### config.mk
export PLATFORM = sky130hd
export DESIGN_NAME = mdu_hilo_flat
export DESIGN_NICKNAME = d
export VERILOG_FILES = /design/src/rtl/mdu_hilo_pkg.sv /design/src/rtl/mdu_hilo_if.sv /design/src/rtl/mdu_hilo_arith.sv /design/src/rtl/mdu_hilo.sv /design/src/flat_wrapper.sv
export SDC_FILE = /design/constraint.sdc
export NUM_CORES = 2
export LEC_CHECK = 0
export CAP_MARGIN = 20
export CORE_ASPECT_RATIO = 0.8
export CORE_MARGIN = 10
export CORE_UTILIZATION = 30
export DETAILED_ROUTE_END_ITERATION = 6
export MAX_ROUTING_LAYER = met4
export PLACE_DENSITY_LB_ADDON = 0.1
export SKIP_LAST_GASP = 1
export SLEW_MARGIN = 20
export SYNTH_ARGS = -nofsm -noshare
export SYNTH_HDL_FRONTEND = slang
export SYNTH_SLANG_ARGS = --single-unit
export TNS_END_PERCENT = 1
### constraint.sdc
create_clock -name clk -period 278.9 [get_ports clk]
set_input_delay 55.78 -clock clk [delete_from_list [all_inputs] [get_ports clk]]
set_output_delay 55.78 -clock clk [all_outputs]
set_load 0.05 [all_outputs]
### src/rtl/mdu_hilo_pkg.sv
// Shared definitions for the multiply/divide unit and its HI/LO registers.
// Operation encodings, default latencies and the FSM state type.
package mdu_hilo_pkg;

    localparam logic [2:0] MD_MULT  = 3'b000;
    localparam logic [2:0] MD_MULTU = 3'b001;
    localparam logic [2:0] MD_DIV   = 3'b010;
    localparam logic [2:0] MD_DIVU  = 3'b011;
    localparam logic [2:0] MD_MTHI  = 3'b100;
    localparam logic [2:0] MD_MTLO  = 3'b101;

    localparam int MULT_CYCLES_DEF = 5;
    localparam int DIV_CYCLES_DEF  = 10;
    localparam int CNT_W           = 5;

    typedef enum logic {
        ST_IDLE = 1'b0,
        ST_RUN  = 1'b1
    } state_t;

    function automatic logic is_div(input logic [2:0] op);
        return op[1];
    endfunction

endpackage

### src/rtl/mdu_hilo_if.sv
// Execute-stage bundle between the pipeline and the multiply/divide unit.
// The pipeline side is the master; the unit itself is the slave.
interface mdu_hilo_if;

    logic [2:0]  md_op;
    logic        start;
    logic        md_we;
    logic [31:0] src_a;
    logic [31:0] src_b;
    logic        cancel;
    logic        mdm_sel;
    logic [31:0] hilo_rdata;
    logic        busy;
    logic [31:0] hi_q;
    logic [31:0] lo_q;

    modport master (
        output md_op, start, md_we, src_a, src_b, cancel, mdm_sel,
        input  hilo_rdata, busy, hi_q, lo_q
    );

    modport slave (
        input  md_op, start, md_we, src_a, src_b, cancel, mdm_sel,
        output hilo_rdata, busy, hi_q, lo_q
    );

endinterface

### src/rtl/mdu_hilo_arith.sv
// Combinational multiply/divide datapath producing {HI, LO}.
// Signed ops work on magnitudes and fix the sign afterwards.
module mdu_arith
    import mdu_hilo_pkg::*;
(
    input  logic [1:0]  i_op,
    input  logic [31:0] i_a,
    input  logic [31:0] i_b,
    output logic [63:0] o_res
);

    logic        w_signed;
    logic        w_a_neg;
    logic        w_b_neg;
    logic [31:0] w_a_mag;
    logic [31:0] w_b_mag;
    logic [31:0] w_b_div;
    logic [63:0] w_prod_mag;
    logic [63:0] w_prod;
    logic [31:0] w_q_mag;
    logic [31:0] w_r_mag;
    logic [31:0] w_q;
    logic [31:0] w_r;

    assign w_signed = ~i_op[0];
    assign w_a_neg  = w_signed & i_a[31];
    assign w_b_neg  = w_signed & i_b[31];

    always_comb begin
        w_a_mag = w_a_neg ? (~i_a + 32'd1) : i_a;
        w_b_mag = w_b_neg ? (~i_b + 32'd1) : i_b;
        w_prod_mag = {32'd0, w_a_mag} * {32'd0, w_b_mag};
        w_prod = (w_a_neg ^ w_b_neg) ? (~w_prod_mag + 64'd1) : w_prod_mag;
        // Zero divisor is special-cased below; keep the divider well defined.
        w_b_div = (i_b == 32'd0) ? 32'd1 : w_b_mag;
        w_q_mag = w_a_mag / w_b_div;
        w_r_mag = w_a_mag % w_b_div;
        w_q = (w_a_neg ^ w_b_neg) ? (~w_q_mag + 32'd1) : w_q_mag;
        w_r = w_a_neg ? (~w_r_mag + 32'd1) : w_r_mag;
        o_res = w_prod;
        if (i_op[1]) begin
            if (i_b == 32'd0) begin
                o_res = {i_a, 32'hFFFF_FFFF};
            end else begin
                o_res = {w_r, w_q};
            end
        end
    end

endmodule

### src/rtl/mdu_hilo.sv
// Multi-cycle multiply/divide unit with architectural HI/LO registers.
// Result is computed at launch and committed after a fixed busy window.
module mdu_hilo
    import mdu_hilo_pkg::*;
#(
    parameter int MULT_CYCLES = MULT_CYCLES_DEF,
    parameter int DIV_CYCLES  = DIV_CYCLES_DEF
) (
    input  logic       clk,
    input  logic       resetn,
    mdu_hilo_if.slave  bus
);

    localparam logic [CNT_W-1:0] MULT_LOAD = CNT_W'(MULT_CYCLES - 1);
    localparam logic [CNT_W-1:0] DIV_LOAD  = CNT_W'(DIV_CYCLES - 1);

    state_t           r_state;
    logic [CNT_W-1:0] r_cnt;
    logic             r_busy;
    logic [63:0]      r_pend;
    logic [31:0]      r_hi;
    logic [31:0]      r_lo;

    logic [63:0]      w_res;
    logic             w_launch;
    logic             w_mt_wr;

    mdu_arith u_arith (
        .i_op  (bus.md_op[1:0]),
        .i_a   (bus.src_a),
        .i_b   (bus.src_b),
        .o_res (w_res)
    );

    assign w_launch = bus.start & ~bus.md_op[2] & ~bus.cancel;
    // 110/111 are reserved and must not touch HI/LO.
    assign w_mt_wr  = bus.md_we & bus.md_op[2] & ~bus.md_op[1]
                    & ~bus.cancel;

    always_ff @(posedge clk) begin
        if (!resetn) begin
            r_state <= ST_IDLE;
            r_cnt   <= '0;
            r_busy  <= 1'b0;
            r_pend  <= '0;
            r_hi    <= '0;
            r_lo    <= '0;
        end else begin
            unique case (r_state)
                ST_IDLE: begin
                    if (w_launch) begin
                        r_pend  <= w_res;
                        r_cnt   <= is_div(bus.md_op) ? DIV_LOAD : MULT_LOAD;
                        r_busy  <= 1'b1;
                        r_state <= ST_RUN;
                    end else if (w_mt_wr) begin
                        if (bus.md_op[0]) begin
                            r_lo <= bus.src_a;
                        end else begin
                            r_hi <= bus.src_a;
                        end
                    end
                end
                ST_RUN: begin
                    if (bus.cancel) begin
                        r_busy  <= 1'b0;
                        r_cnt   <= '0;
                        r_state <= ST_IDLE;
                    end else if (r_cnt == '0) begin
                        r_hi    <= r_pend[63:32];
                        r_lo    <= r_pend[31:0];
                        r_busy  <= 1'b0;
                        r_state <= ST_IDLE;
                    end else begin
                        r_cnt <= r_cnt - 1'b1;
                    end
                end
                default: begin
                    r_busy  <= 1'b0;
                    r_cnt   <= '0;
                    r_state <= ST_IDLE;
                end
            endcase
        end
    end

    assign bus.hilo_rdata = bus.mdm_sel ? r_lo : r_hi;
    assign bus.busy       = r_busy;
    assign bus.hi_q       = r_hi;
    assign bus.lo_q       = r_lo;

endmodule

### src/flat_wrapper.sv
// flat-port wrapper written by rule: the top's interface ports become plain ports
module mdu_hilo_flat import mdu_hilo_pkg::*;
#(
    parameter int MULT_CYCLES = MULT_CYCLES_DEF,
    parameter int DIV_CYCLES  = DIV_CYCLES_DEF
)
  (clk, resetn, bus_md_op, bus_start, bus_md_we, bus_src_a, bus_src_b, bus_cancel, bus_mdm_sel, bus_hilo_rdata, bus_busy, bus_hi_q, bus_lo_q);
  mdu_hilo_if bus_i ();
  input  logic clk;
  input  logic resetn;
  input wire logic [$bits(bus_i.md_op)-1:0] bus_md_op;
  input wire logic [$bits(bus_i.start)-1:0] bus_start;
  input wire logic [$bits(bus_i.md_we)-1:0] bus_md_we;
  input wire logic [$bits(bus_i.src_a)-1:0] bus_src_a;
  input wire logic [$bits(bus_i.src_b)-1:0] bus_src_b;
  input wire logic [$bits(bus_i.cancel)-1:0] bus_cancel;
  input wire logic [$bits(bus_i.mdm_sel)-1:0] bus_mdm_sel;
  output wire logic [$bits(bus_i.hilo_rdata)-1:0] bus_hilo_rdata;
  output wire logic [$bits(bus_i.busy)-1:0] bus_busy;
  output wire logic [$bits(bus_i.hi_q)-1:0] bus_hi_q;
  output wire logic [$bits(bus_i.lo_q)-1:0] bus_lo_q;
  assign bus_i.md_op = bus_md_op;
  assign bus_i.start = bus_start;
  assign bus_i.md_we = bus_md_we;
  assign bus_i.src_a = bus_src_a;
  assign bus_i.src_b = bus_src_b;
  assign bus_i.cancel = bus_cancel;
  assign bus_i.mdm_sel = bus_mdm_sel;
  assign bus_hilo_rdata = bus_i.hilo_rdata;
  assign bus_busy = bus_i.busy;
  assign bus_hi_q = bus_i.hi_q;
  assign bus_lo_q = bus_i.lo_q;
  mdu_hilo #(.MULT_CYCLES(MULT_CYCLES), .DIV_CYCLES(DIV_CYCLES)) u_core (.clk(clk), .resetn(resetn), .bus(bus_i));
endmodule
* Word level (Yosys, flattened, before mapping)
Index checks and enable logic that the tools add are counted.
** Cells by class
- Add/sub/neg operators :: 6
- Multiply operators :: 1
- Div/mod/pow operators :: 2
- Equality and inequality tests :: 9
- Mux-type cells :: 34
- Bitwise operators :: 18
- Reductions and logical operators :: 7
** Operators with widths (number)
- $mux W32 :: 16
- $mux W64 :: 3
- $add A32 B1 Y32 const B :: 4
- $not A32 Y32 :: 4
- $pmux W32 S2 :: 2
- $add A64 B1 Y64 const B :: 1
- $mul A32 B32 Y64 :: 1
- $not A64 Y64 :: 1
- $div A32 B32 Y32 :: 1
- $logic_not A32 Y1 :: 1
- $mod A32 B32 Y32 :: 1
- $mux W5 :: 3
- $ne A2 B2 Y1 const B :: 5
- $pmux W5 S2 :: 1
- $reduce_and A5 Y1 :: 2
- $and A1 B1 Y1 :: 7
- $mux W1 :: 6
- $ne A3 B3 Y1 const B :: 2
- $reduce_and A2 Y1 :: 3
- $logic_not A5 Y1 :: 1
- $not A1 Y1 :: 5
- $sub A5 B1 Y5 const B :: 1
- $mux W4 :: 1
- $ne A2 B1 Y1 const B :: 2
- other kinds (2) :: 3
** Storage, ports and cells
- Register bits :: 135
- Output and inout bits :: 97
- Logic and storage cells :: 83

* Longest topological paths before layout
- Depth in word-level cells :: 10
- Gate-level depth with buffers :: 387
- Gate-level depth less buffers :: 359

* Modules after synthesis
A second synthesis with hierarchy kept.
** Unflattened totals
- Cells, all modules :: 10374
- Area, all modules :: 76584.7 µm²
** Modules (own cells, without submodules)
- mdu_arith :: times used 1, cells each 9635, area each 70147.3 µm², seq. area each 0.0 µm²
- mdu_hilo :: times used 1, cells each 739, area each 6437.4 µm², seq. area each 2702.6 µm²

* Worst setup path after synthesis
No wires, ideal clock.
- Kind :: input -> register
- From :: in bus_src_b[0]
- To :: reg u_core.r_pend[58]
- Library setup time :: 70 ps
- Arrival :: 131615 ps
- Required time :: 278830 ps
- Setup slack :: 147216 ps
- Cell stages on the path :: 355
- Path buffers :: 49
- Cell sequence :: clkbuf_1 -> inv_1 -> clkbuf_1 -> ha_1 -> nor2b_1 -> nand4_1 -> a2111oi_0 -> o211ai_1 -> a22oi_4 -> nand3_1 -> buf_2 -> buf_2 -> nor3_1 -> nand2_1 -> nand2_1 -> o21ai_0 -> ha_1 -> o21ai_0 -> [319 not listed] -> o21ai_0 -> a211oi_1 -> or2_2 -> clkbuf_1 -> inv_1 -> clkbuf_1 -> clkbuf_1 -> mux2i_1 -> ha_1 -> inv_1 -> nor4bb_1 -> or3b_1 -> nor4_2 -> nand4_1 -> o31ai_1 -> xor2_1 -> a211o_1 -> a21oi_1
** On the way
- Cells in the longest elaborated chain, start to end :: 10
- Elaborated cells between the ends (all ways) :: 15
** Ends and longest elaborated chain
- from (decl) :: RTL line flat_wrapper.sv:15 : input wire logic [$bits(bus_i.src_b)-1:0] bus_src_b;
- $not A32 Y32 :: RTL line mdu_hilo_arith.sv:31 : w_b_mag = w_b_neg ? (~i_b + 32'd1) : i_b;
- $add A32 B1 Y32 :: RTL line mdu_hilo_arith.sv:31
- $mux W32 :: RTL line mdu_hilo_arith.sv:31
- $mux W32 :: RTL line mdu_hilo_arith.sv:35 : w_b_div = (i_b == 32'd0) ? 32'd1 : w_b_mag;
- $mod A32 B32 Y32 :: RTL line mdu_hilo_arith.sv:37 : w_r_mag = w_a_mag % w_b_div;
- $not A32 Y32 :: RTL line mdu_hilo_arith.sv:39 : w_r = w_a_neg ? (~w_r_mag + 32'd1) : w_r_mag;
- $add A32 B1 Y32 :: RTL line mdu_hilo_arith.sv:39
- $mux W32 :: RTL line mdu_hilo_arith.sv:39
- $mux W64 :: RTL line mdu_hilo_arith.sv:42 : if (i_b == 32'd0) begin
- $mux W64 * :: RTL line mdu_hilo_arith.sv:41 : if (i_op[1]) begin
- to (signal assigned) :: RTL line mdu_hilo.sv:52 : r_pend <= w_res;
- to (decl) :: RTL line mdu_hilo.sv:20 : logic [63:0] r_pend;
Mark *: on every way between the ends. The rest lies on a longest branch, timed or not.
A chain may end at the register's enable or synchronous reset.

* Worst setup path in the final report
- From :: in bus_src_b[0]
- To :: reg u_core.r_pend[59]
Same word-level chain as after synthesis.

==> flow_metrics.env <==
export IMPL_outcome="completed"
export IMPL_worst_ep_required_time_ps=279250
export IMPL_gp_congestion=1.05
export IMPL_clock_root_buffer="clkbuf_16"
export IMPL_dieWidth_um=586
export IMPL_finalSetupViolations=0
export IMPL_postCtsSetupBuffers=0
export IMPL_clockBufferDepth=2
export IMPL_cts_max_level=4
export IMPL_io_buffer_count=169
export IMPL_async_flop_share_pct=0
export IMPL_drt_iter0_markers=10700
export IMPL_dp_final_hpwl_mm=379
export IMPL_syn_to_final_growth_pct=9.91
export IMPL_syn_inst=10400
export IMPL_cts_repair_resized=0
export IMPL_core_region_area_um2=255000
export IMPL_seq_area_frac_synth_pct=3.51
export IMPL_synth_top_area_cell="fa_1"
export IMPL_worstSetupPathType="in2reg"
export IMPL_hold_viol=0
export IMPL_wirelength_mm=468
export IMPL_grt_pass1_vias=79100
export IMPL_die_area_um2=277000
export IMPL_r2r_end="u_core.r_pend[62]"
export IMPL_clkLatencyLatePin_ps=440
export IMPL_ant_nets=0
export IMPL_netlist_area_um2=77000
export IMPL_synth_area_leaders="fa_1 23%, ha_1 13%, nand2_1 7.7%"
export IMPL_crit_top_cell="ha_1"
export IMPL_nNetsFinal=12200
export IMPL_ys_ff_latch=135
export IMPL_endpoint="u_core.r_pend[59]"
export IMPL_crit_path_end_kind="flop"
export IMPL_vias=82200
export IMPL_reg2reg_depth=7
export IMPL_path_buf_inv=26
export IMPL_final_util_pct=33.1
export IMPL_numCtsBuffers=17
export IMPL_grtUsageTotal_pct=33.5
export IMPL_place_ws_ps=121110
export IMPL_synth_top_cells_by_count="1577 x nand2_1, 1186 x inv_1, 988 x nor2_1"
export IMPL_io_pins=170
export IMPL_yosysMostFrequentCell="nand2_1"
export IMPL_syn_num_nets=12100
export IMPL_grt_setup_unrepaired="no"
export IMPL_max_freq_mhz=6.16
export IMPL_grt_max_degree=100
export IMPL_fin_crit_ps=162390
export IMPL_grt_pass1_wl_mm=646
export IMPL_arrival_ps=162740
export IMPL_setup_tns_final_ps=0
export IMPL_synth_flop_cell="dfxtp_1"
export IMPL_cap_violations=0
export IMPL_antenna_found_initial=66
export IMPL_ys_types=132
export IMPL_grt_ovfl_total=0
export IMPL_die_height_um=473
export IMPL_fin_crit_sh_pct=58.2
export IMPL_min_path_type="reg2reg"
export IMPL_worstSetupStartpoint="bus_src_b[0]"
export IMPL_r2r_setup_slack_ps=275870
export IMPL_rows=166
export IMPL_tightest_slew_ps=1290
export IMPL_rr_startpoint="u_core.r_state"
export IMPL_hp_start="u_core.r_pend[15]"
export IMPL_path_depth=330
export IMPL_yosysTopAreaCellShare_pct=23.3
export IMPL_syn_area_per_cell_um2=7.42
export IMPL_viasPerCell=5.95
export IMPL_crit_path_start_kind="primary input"
export IMPL_crit_family="compound AO/OA/AOI/OAI gates"
export IMPL_avgRoutedWirePerCell_um=33.9
export IMPL_clkSlewWorstSetupHoldPaths_ps=70
export IMPL_cts_tree="yes"
export IMPL_cpPeakStageDelay_ps=1080
export IMPL_synth_edf_count=0
export IMPL_cts_sinks=135
export IMPL_initial_core_util_pct=30.1
export IMPL_path_max_fanout=35
export IMPL_first_pass_iters=6
export IMPL_crit_path_top_delay_cell="nor4b_2"
export IMPL_slew_limit_headroom_pct=13.7
export IMPL_fin_skew_ps=18.4
export IMPL_drive_gt1_share_pct=6.82
export IMPL_yosys_warnings=0
export IMPL_cts_hold_buffers_added=0
export IMPL_remaining_drc_errors=0
export IMPL_slew_viol_final=0
export IMPL_final_setup_worst_slack_ps=116510
sequential cells by signal, summed over array words and instances (netlist names):
| register | count |
|---|---|
| u_core.r_pend | 64 |
| u_core.bus.hi_q | 32 |
| u_core.bus.lo_q | 32 |
| u_core.r_cnt | 5 |
| u_core.bus.busy | 1 |
| u_core.r_state | 1 |
per-stage QoR:
step	cells	hold slack [ps]	area, µm²
finish	13800	465	84600
global placement	13700	448	83800
floorplan	10400	423	77000
detailed placement	13700	454	83900
global route	13800	479	84600
CTS	13800	466	84500
worst min-delay path by stage:
stage | endpoint | slack [ps] | cells after the start
2_1_floorplan | u_core.r_pend[38] | 420 | 2
3_3_place_gp | u_core.r_pend[15] | 450 | 2
3_5_place_dp | u_core.r_pend[38] | 450 | 2
4_1_cts | u_core.r_pend[15] | 470 | 2
5_1_grt | u_core.r_pend[38] | 480 | 2
6_report | u_core.r_pend[15] | 470 | 2
logic make-up after synthesis:
logic type,synth area share [%]
buffers and inverters,8.18
XOR/XNOR,6.65
AO/OA/AOI/OAI,21.8
AND/OR/NAND/NOR,21.9
flip-flops,3.51
adder cells (fa/ha/maj),36.3
multiplexers,1.59
layout make-up:
type | count | area, µm²
multi-input combinational | 8588 | 68600
clock buffer | 17 | 425
fill | 27700 | 171000
sequential | 135 | 2710
clock inverter | 15 | 184
timing repair buffer | 457 | 3860
inverter | 1207 | 4530
antenna | 32 | 80.1
tap | 3360 | 4200
placed cells by master, fill, tap and decap left out, types with 76 or more instances in the layout:
cell / synthesis / layout
nor2b_1: 106 / 103
inv_1: 1186 / 1177
ha_1: 799 / 799
nor2_1: 988 / 985
a211oi_1: 98 / 94
nor3_1: 207 / 202
nand3_1: 195 / 195
clkdlybuf4s50_1: 0 / 167
a31oi_1: 107 / 105
o211ai_1: 99 / 99
o21ai_0: 417 / 415
a21o_1: 169 / 169
a21boi_0: 76 / 76
dfxtp_1: 135 / 134
a21oi_1: 674 / 669
fa_1: 897 / 897
or3_1: 96 / 96
xor2_1: 204 / 190
buf_4: 7 / 288
nand2_1: 1577 / 1576
o21a_1: 148 / 148
nand4_1: 91 / 91
o211a_1: 83 / 83
xnor2_1: 380 / 354
worst min-delay path, stage by stage, from the launching register on:
cell	delay [ps]
dfxtp_1	310
nand2_1	50
a21boi_0	60
routing by layer:
layer / wire length [µm] / global-route usage, % / up-vias / part of all wire, %
met4: 16100 / 9.19 / 0 / 3.4
met5: 0 / - / - / 0
li1: - / - / 35500 / -
met1: 222000 / 49.8 / 41600 / 47
met3: 48700 / 7.43 / 558 / 10
met2: 181000 / 44.5 / 4516 / 39
Power is left out: the tool's default activity adds up to more than one toggle a clock period on the data nets, which glitch-free logic cannot reach.
